`src/rtl/mux4way16_rr_arbiter_pkg.sv`:
```
// Shared constants for the four-way round-robin word arbiter.
// Output-register states, requester indices and the word width.
package mux4way16_rr_arbiter_pkg;

    localparam int WORD_W = 16;

    localparam logic [0:0] ST_EMPTY = 1'b0;
    localparam logic [0:0] ST_FULL  = 1'b1;

    localparam logic [1:0] REQ_A = 2'd0;
    localparam logic [1:0] REQ_B = 2'd1;
    localparam logic [1:0] REQ_C = 2'd2;
    localparam logic [1:0] REQ_D = 2'd3;

    // 2-bit arithmetic gives the 3 -> 0 wrap for free.
    function automatic logic [1:0] next_idx(input logic [1:0] idx);
        return idx + 2'd1;
    endfunction

endpackage

```
`src/rtl/Mux4Way16.sv`:
```
// Four-input word multiplexer used as the arbiter datapath.
// sel picks a, b, c or d onto out.
module Mux4Way16
    import mux4way16_rr_arbiter_pkg::*;
(
    input  logic [WORD_W-1:0] a,
    input  logic [WORD_W-1:0] b,
    input  logic [WORD_W-1:0] c,
    input  logic [WORD_W-1:0] d,
    input  logic [1:0]        sel,
    output logic [WORD_W-1:0] out
);

    always_comb begin
        out = a;
        case (sel)
            REQ_A:   out = a;
            REQ_B:   out = b;
            REQ_C:   out = c;
            default: out = d;
        endcase
    end

endmodule

```
`src/rtl/rr_pick4.sv`:
```
// Rotating first-one picker: scans req starting at index start and wrapping.
// Returns a one-hot grant, its index and whether anything was requesting.
module rr_pick4 (
    input  logic [3:0] req,
    input  logic [1:0] start,
    output logic [3:0] gnt,
    output logic [1:0] idx,
    output logic       any
);

    logic       found;
    logic [1:0] pos;

    always_comb begin
        gnt   = '0;
        idx   = '0;
        found = 1'b0;
        pos   = '0;
        for (int k = 0; k < 4; k++) begin
            pos = start + 2'(k);
            if (!found && req[pos]) begin
                found    = 1'b1;
                gnt[pos] = 1'b1;
                idx      = pos;
            end
        end
    end

    assign any = found;

endmodule

```
`src/rtl/mux4way16_rr_arbiter.sv`:
```
// Four requesters share one registered 16-bit output; one winner per cycle in round-robin order.
// state | meaning
// EMPTY | output register free, out_valid=0
// FULL  | output register holds a word not yet accepted, out_valid=1
module mux4way16_rr_arbiter
    import mux4way16_rr_arbiter_pkg::*;
#(
    parameter bit FIXED_PRIO = 1'b0
) (
    input  logic              clk,
    input  logic              reset,
    input  logic [3:0]        req,
    input  logic [WORD_W-1:0] a,
    input  logic [WORD_W-1:0] b,
    input  logic [WORD_W-1:0] c,
    input  logic [WORD_W-1:0] d,
    output logic [3:0]        gnt,
    output logic [WORD_W-1:0] out,
    output logic [1:0]        out_src,
    output logic              out_valid,
    input  logic              out_ready
);

    logic [0:0]        state_q;
    logic [1:0]        ptr_q;
    logic [1:0]        start;
    logic [1:0]        win_idx;
    logic [3:0]        pick_gnt;
    logic              any_req;
    logic              can_load;
    logic              load;
    logic [WORD_W-1:0] mux_out;

    assign out_valid = (state_q == ST_FULL);
    assign can_load  = !out_valid || out_ready;
    assign start     = FIXED_PRIO ? REQ_A : next_idx(ptr_q);

    rr_pick4 u_pick (
        .req   (req),
        .start (start),
        .gnt   (pick_gnt),
        .idx   (win_idx),
        .any   (any_req)
    );

    Mux4Way16 u_mux (
        .a   (a),
        .b   (b),
        .c   (c),
        .d   (d),
        .sel (win_idx),
        .out (mux_out)
    );

    // reset is folded in so gnt drops the moment reset rises, not at the next edge.
    assign load = can_load && any_req && !reset;
    assign gnt  = load ? pick_gnt : 4'b0000;

    always_ff @(posedge clk or posedge reset) begin
        if (reset) begin
            state_q <= ST_EMPTY;
            out     <= '0;
            out_src <= '0;
            ptr_q   <= REQ_D;
        end else if (load) begin
            state_q <= ST_FULL;
            out     <= mux_out;
            out_src <= win_idx;
            ptr_q   <= win_idx;
        end else if (out_valid && out_ready) begin
            state_q <= ST_EMPTY;
        end
    end

endmodule

```
`config.mk`:
```
export PLATFORM = sky130hd
export DESIGN_NAME = mux4way16_rr_arbiter
export DESIGN_NICKNAME = d
export VERILOG_FILES = /design/src/rtl/mux4way16_rr_arbiter_pkg.sv /design/src/rtl/Mux4Way16.sv /design/src/rtl/rr_pick4.sv /design/src/rtl/mux4way16_rr_arbiter.sv
export SDC_FILE = /design/constraint.sdc
export NUM_CORES = 1
export LEC_CHECK = 0
export CORE_MARGIN = 1
export CORE_UTILIZATION = 42
export DETAILED_ROUTE_END_ITERATION = 8
export PLACE_DENSITY = 0.91
export REMOVE_ABC_BUFFERS = 1
export SLEW_MARGIN = 10
export SYNTH_ARGS = -nofsm -noshare
export SYNTH_HDL_FRONTEND = slang
export SYNTH_SLANG_ARGS = --single-unit
```
`constraint.sdc`:
```
create_clock -name clk -period 8.13 [get_ports clk]
set_clock_uncertainty 0.15 [all_clocks]
set_input_delay 2.439 -clock clk [delete_from_list [all_inputs] [get_ports clk]]
set_output_delay 2.439 -clock clk [all_outputs]
set_load 0.1 [all_outputs]
```
==> results of run 1 <==
==> final timing paths <==
| kind | start | to | slack (ns) | depth (start not counted) |
|---|---|---|---|---|
| min reg2reg | out_src[0]$_DFFE_PP0P_ | out_src[0]$_DFFE_PP0P_ | 0.34 | 2 |
| max reg2reg | ptr_q[0]$_DFFE_PP1P_ | out[2]$_DFFE_PP0P_ | 4.32 | 8 |
| min in group asynchronous | reset | out[2]$_DFFE_PP0P_ | 2.56 | 2 |
| max | req[3] | gnt[0] | 0.70 | 7 |
| max in group asynchronous | reset | out[6]$_DFFE_PP0P_ | 4.77 | 2 |
| min | out_src[0]$_DFFE_PP0P_ | out_src[0]$_DFFE_PP0P_ | 0.34 | 2 |
==> cell families after synthesis <==
logic type,share of synthesized area (%)
muxes,13.9
and+or+nand+nor,11.2
AOI/OAI and AO/OA,32.3
buffers and inverters,6.34
adders and majority gates,5.77
DFF,30.4
==> registers in the layout, indices dropped and copies added (netlist names) <==
register and count:
out 16, out_src 2, out_valid 1, ptr_q 2
==> worst max-delay path: cells and delay by family <==
family                 cells  cell delay [ns]
AOI/OAI and AO/OA          3             0.60
buffers and inverters      2             0.95
and+or+nand+nor            1             0.61
muxes                      1             0.25
==> power by group through the flow <==
stage                     Sequential, µW  Combinational, µW  Clock (µW)
final                                203               1030        68.2
after global routing                 211               1090        76.6
after CTS                            202               1030        70.8
after detailed placement             204               1030           0
after global placement               202               1020           0
after floorplan                      522                472           0
==> cell usage after synthesis (2+ instances only) <==
| cell type | n | area share, % |
|---|---|---|
| a222oi_1 | 4 | 2.3 |
| clkbuf_1 | 4 | 0.86 |
| a21boi_0 | 8 | 3.5 |
| o22a_1 | 2 | 1.0 |
| nor2_1 | 10 | 2.2 |
| nand2_1 | 23 | 5.0 |
| o21ai_0 | 4 | 1.2 |
| dfrtp_1 | 19 | 27 |
| inv_1 | 5 | 1.1 |
| a21boi_1 | 10 | 4.3 |
| a211oi_1 | 2 | 0.86 |
| o221ai_1 | 16 | 8.1 |
| a21oi_1 | 22 | 6.3 |
| mux2i_1 | 23 | 13 |
| dfstp_2 | 2 | 3.0 |
| buf_4 | 4 | 1.7 |
| ha_1 | 8 | 5.8 |
| buf_2 | 7 | 2.0 |
==> final cells by class <==
class	instances	area, µm²
fillers	340	1270
clock buffers	3	41.3
clock inverters	1	5.00
well taps	50	62.6
inverters	5	18.8
repair buffers	95	936
flip-flops and latches	21	528
multi-input cells	150	1100
==> per-stage QoR <==
step                      std cells  total power [µW]
after global routing            325              1380
after floorplan                 176               994
after CTS                       325              1300
after detailed placement        321              1230
after global placement          321              1220
final                           325              1300
==> per-layer routing <==
| metal | GRT usage, % | vias to the layer above | part of all wire (%) |
|---|---|---|---|
| li1 | - | 887 | - |
| met3 | 4.83 | 6 | 7.2 |
| met5 | 0 | - | 0 |
| met4 | 4.26 | 0 | 1.0 |
| met2 | 38.6 | 73 | 49 |
| met1 | 26.6 | 837 | 42 |
==> flow_summary.ini, run 1 <==
[sta]
worst_slew_pin_slew_ns = 0.995
setup_viol = 0
fmax_ghz = 0.135
slew_violations = 0
rsz0062_at_grt = no
timing.hold.ws_ns = 0.340
min_period_over_period_pct = 91.4
setup_ws_ns = 0.702
period_minus_slack_ns = 7.43
maxSlewHeadroom_pct = 33.5
timing.setup.tns_ns = 0
final-hold-violation-count = 0

[die]
dieArea_um2 = 4390
coreArea_um2 = 3970
num_io_pins = 94
start_util_pct = 43.7
row_count = 23
die_y_um = 66.3
fp.dieW_um = 66.3

[worst_setup_path]
cp_max_fo = 8
crit_path_end_kind = output pin
startpoint_type = input pin
worst_path_max_delay_cell = clkdlybuf4s50_1
path_cells = clkdlybuf4s50_1 > mux2i_1 > or4b_4 > a21oi_4 > a222oi_1 > a21oi_1 > buf_4
cpPeakStageDelay_ns = 0.62
required_ns = 5.54
cp_data_arrival_time_ns = 4.84
critical_path_class = input pin to output pin

[clocking]
numCtsBuffers = 3
cts_resized = 0
cts_setup_buffers = 0
cts_hold_buffers = 0
tritoncts = built
root_buffer = clkbuf_8
htree_levels = 1
clk_latency_ns = 0.26
path_clk_slew_ns = 0.08
clock-sinks = 21
cts.path.max_buffers = 2

[route]
wire_per_inst_um = 14.6
antenna_left = 0
drc_errors = 0
drtPass1Iterations = 5
drt-initial-drc-count = 114
route.vias.total = 1803
vias_per_cell = 5.55
routed_wl_mm = 4.75

[global_route]
grt_pass1_vias = 1637
antenna_found_initial = 0
grt_pass1_wl_mm = 7.37
grt_max_degree = 33
grt_util_all_layers_pct = 21.7
grt_overflow = 0

[final_layout]
mostFrequentLayoutCells = 89 x clkdlybuf4s50_1, 23 x mux2i_1, 23 x nand2_1, 22 x a21oi_1, 19 x dfrtp_1
diodes = 0
num-nets-final = 355
post-route-util_pct = 67.9
drive_gt1_share_pct = 6.55
area_growth_pct = 55.4
final_common_cell = clkdlybuf4s50_1
design_area_um2 = 2700

[pwr]
seqPwrFrac_pct = 15.6
switching_share_pct = 59.3
power_frac_clock_pct = 5.3
p_int_uw = 528
leakage_uw = 0.00110
switching_power_uw = 769
pwr-share-comb_pct = 79.1
power.density_nw_per_um2 = 481
ir_worst_vdd_v = 0.000312

[run_status]
outcome = finished, final reports clean

[placement]
dp_hpwl_mm = 3.57
port_buffers = 93
place_area_um2 = 2650
place_ws_ns = 0.764
gp_congestion = 0.864

[logic_synthesis]
synthCells = 192
synth_flop_cell = dfrtp_1
yosys_register_bits = 21
syn-mean-instance-area_um2 = 9.04
synth_edf_count = 0
synth_warnings = 0
async_reset_ff_share_pct = 100
ys_seq_area_share_pct = 30.4
syn_area_um2 = 1740
synthDistinctLibCells = 37

[job]
drv_cap = 0

[hold_path]
hold_class = register to register
Power figures use the tool's default switching activity.
==> run 2, diff against run 1 <==
- CORE_UTILIZATION: 42 -> 39
- PLACE_DENSITY: 0.91 -> 0.85
- clock period: 8.13 -> 8.4 ns (I/O delays scaled with it)
==> run 2 against run 1 <==
  * Critical path type unchanged
  * Critical endpoint is now gnt[3]
  * Largest cell class unchanged
  * Register-to-register slack improved by 0.49 ns
  * Setup slack better by 0.14 ns
  * Clock power down 5.0%
==> flow_summary.ini, run 2 (synthesized netlist as in run 1, its figures left out) <==
[run_status]
outcome = finished, final reports clean

[hold_path]
min_path_cells = 2
min_from = out_src[0]$_DFFE_PP0P_
min_to = out_src[0]$_DFFE_PP0P_
hold_class = register to register

[die]
row_count = 23
die_y_um = 68.7
start_util_pct = 41.9
dieArea_um2 = 4720
fp.dieW_um = 68.7
num_io_pins = 94
coreArea_um2 = 4140

[route]
drtPass1Iterations = 6
route.vias.total = 1804
drc_errors = 0
vias_per_cell = 5.55
wire_per_inst_um = 14.7
antenna_left = 0
drt-initial-drc-count = 108
routed_wl_mm = 4.78

[global_route]
grt_overflow = 0
grt_pass1_vias = 1751
grt_max_degree = 51
antenna_found_initial = 0
grt_pass1_wl_mm = 7.47
grt_util_all_layers_pct = 21.0

[sta]
min_period_over_period_pct = 90.0
final-hold-violation-count = 0
rsz0062_at_grt = no
fmax_ghz = 0.132
timing.setup.tns_ns = 0
period_minus_slack_ns = 7.56
maxSlewHeadroom_pct = 32.6
worst_slew_pin_slew_ns = 1.01
setup_viol = 0
slew_violations = 0

[final_layout]
reg.largest.list = out: 16 flops, out_src: 2 flops, ptr_q: 2 flops
top_register = out
diodes = 0
largest_reg_flops = 16
finalNonFillerCells = 325
final_common_cell = clkdlybuf4s50_1
mostFrequentLayoutCells = 89 x clkdlybuf4s50_1, 23 x mux2i_1, 23 x nand2_1, 22 x a21oi_1, 19 x dfrtp_1
drive_gt1_share_pct = 6.18
num-nets-final = 355
design_area_um2 = 2700
area_growth_pct = 55.3

[placement]
dp.cells = 321
dp_hpwl_mm = 3.56
place_area_um2 = 2650
port_buffers = 93
gp_congestion = 0.863

[worst_setup_path]
startpoint_type = input pin
cp_max_fo = 8
r2r_cells = 8
r2r_setup_slack_ns = 4.81
reg2reg_to = out[4]$_DFFE_PP0P_
cp_data_arrival_time_ns = 4.89
r2r-start = ptr_q[0]$_DFFE_PP1P_
crit_path_end_kind = output pin
required_ns = 5.73
critical_path_class = input pin to output pin

[clocking]
root_buffer = clkbuf_8
tritoncts = built
htree_levels = 1
path_clk_slew_ns = 0.07
clk_latency_ns = 0.25
clock-sinks = 21
cts.path.max_buffers = 2
numCtsBuffers = 3
cts_setup_buffers = 0
cts_resized = 0
cts_hold_buffers = 0

[pwr]
pwr-share-comb_pct = 79.3
ir_worst_vdd_v = 0.000256
seqPwrFrac_pct = 15.5
power.density_nw_per_um2 = 466
switching_power_uw = 743
p_int_uw = 512
power_frac_clock_pct = 5.2
switching_share_pct = 59.2
leakage_uw = 0.00110

[job]
drv_cap = 0
==> run 2: changes by cell type in the layout (fill, tap and decap cells not counted), sizes merged <==
| cell | change |
|---|---|
| clkbuf | +1 |
| clkinv | -1 |
==> run 2: area by class of cell <==
cell class	count	area [µm²]
Inverter	5	18.8
Fill cell	367	1450
Tap cell	50	62.6
Timing Repair Buffer	95	936
Clock buffer	4	45.0
Sequential cell	21	528
Multi-Input combinational cell	150	1100
==> run 2: power by group through the flow <==
stage | combinational (µW) | clock (µW) | sequential [µW]
after floorplan | 457 | 0 | 505
after global placement | 984 | 0 | 195
after detailed placement | 997 | 0 | 196
after CTS | 1000 | 67.7 | 196
after global routing | 1060 | 74.0 | 203
final | 996 | 64.8 | 195
==> run 2: routing by layer <==
layer | wire length (µm) | vias to the layer above | global-route usage, %
li1 | - | 891 | -
met1 | 2020 | 835 | 24.3
met2 | 2330 | 76 | 36.2
met3 | 417 | 2 | 7.24
met4 | 17 | 0 | 6.38
met5 | 0 | - | 0
==> run 2: metrics by stage <==
step	setup WS, ns	hold WS (ns)	util, %	total power (µW)
finish	0.842	0.337	65.0	1260
global route	0.766	0.363	65.0	1340
CTS	0.887	0.338	65.0	1260
detailed placement	0.879	0.320	63.9	1190
global placement	0.973	0.312	63.9	1180
floorplan	0.709	0.429	-	962
==> run 2: worst max-delay path by stage <==
stage                        end  slack [ns]   start  cells after the start
after floorplan           gnt[0]        0.71  req[1]                      5
after global routing      gnt[2]        0.77  req[3]                      7
final                     gnt[3]        0.84  req[3]                      7
after CTS                 gnt[2]        0.89  req[3]                      7
after global placement    gnt[3]        0.97  req[3]                      7
after detailed placement  gnt[2]        0.88  req[3]                      7
==> run 2: worst max-delay path: stages <==
cell	delay (ns)
clkdlybuf4s50_1	0.62
mux2i_1	0.24
or4b_4	0.61
a21oi_4	0.24
a222oi_1	0.14
a21oi_1	0.19
buf_4	0.31
==> run 3, diff against run 2 <==
- CTS_CLUSTER_SIZE: unset -> 16
==> results of run 3 <==
Same layout as run 2: the final DEF is identical, and so are final timing and power.
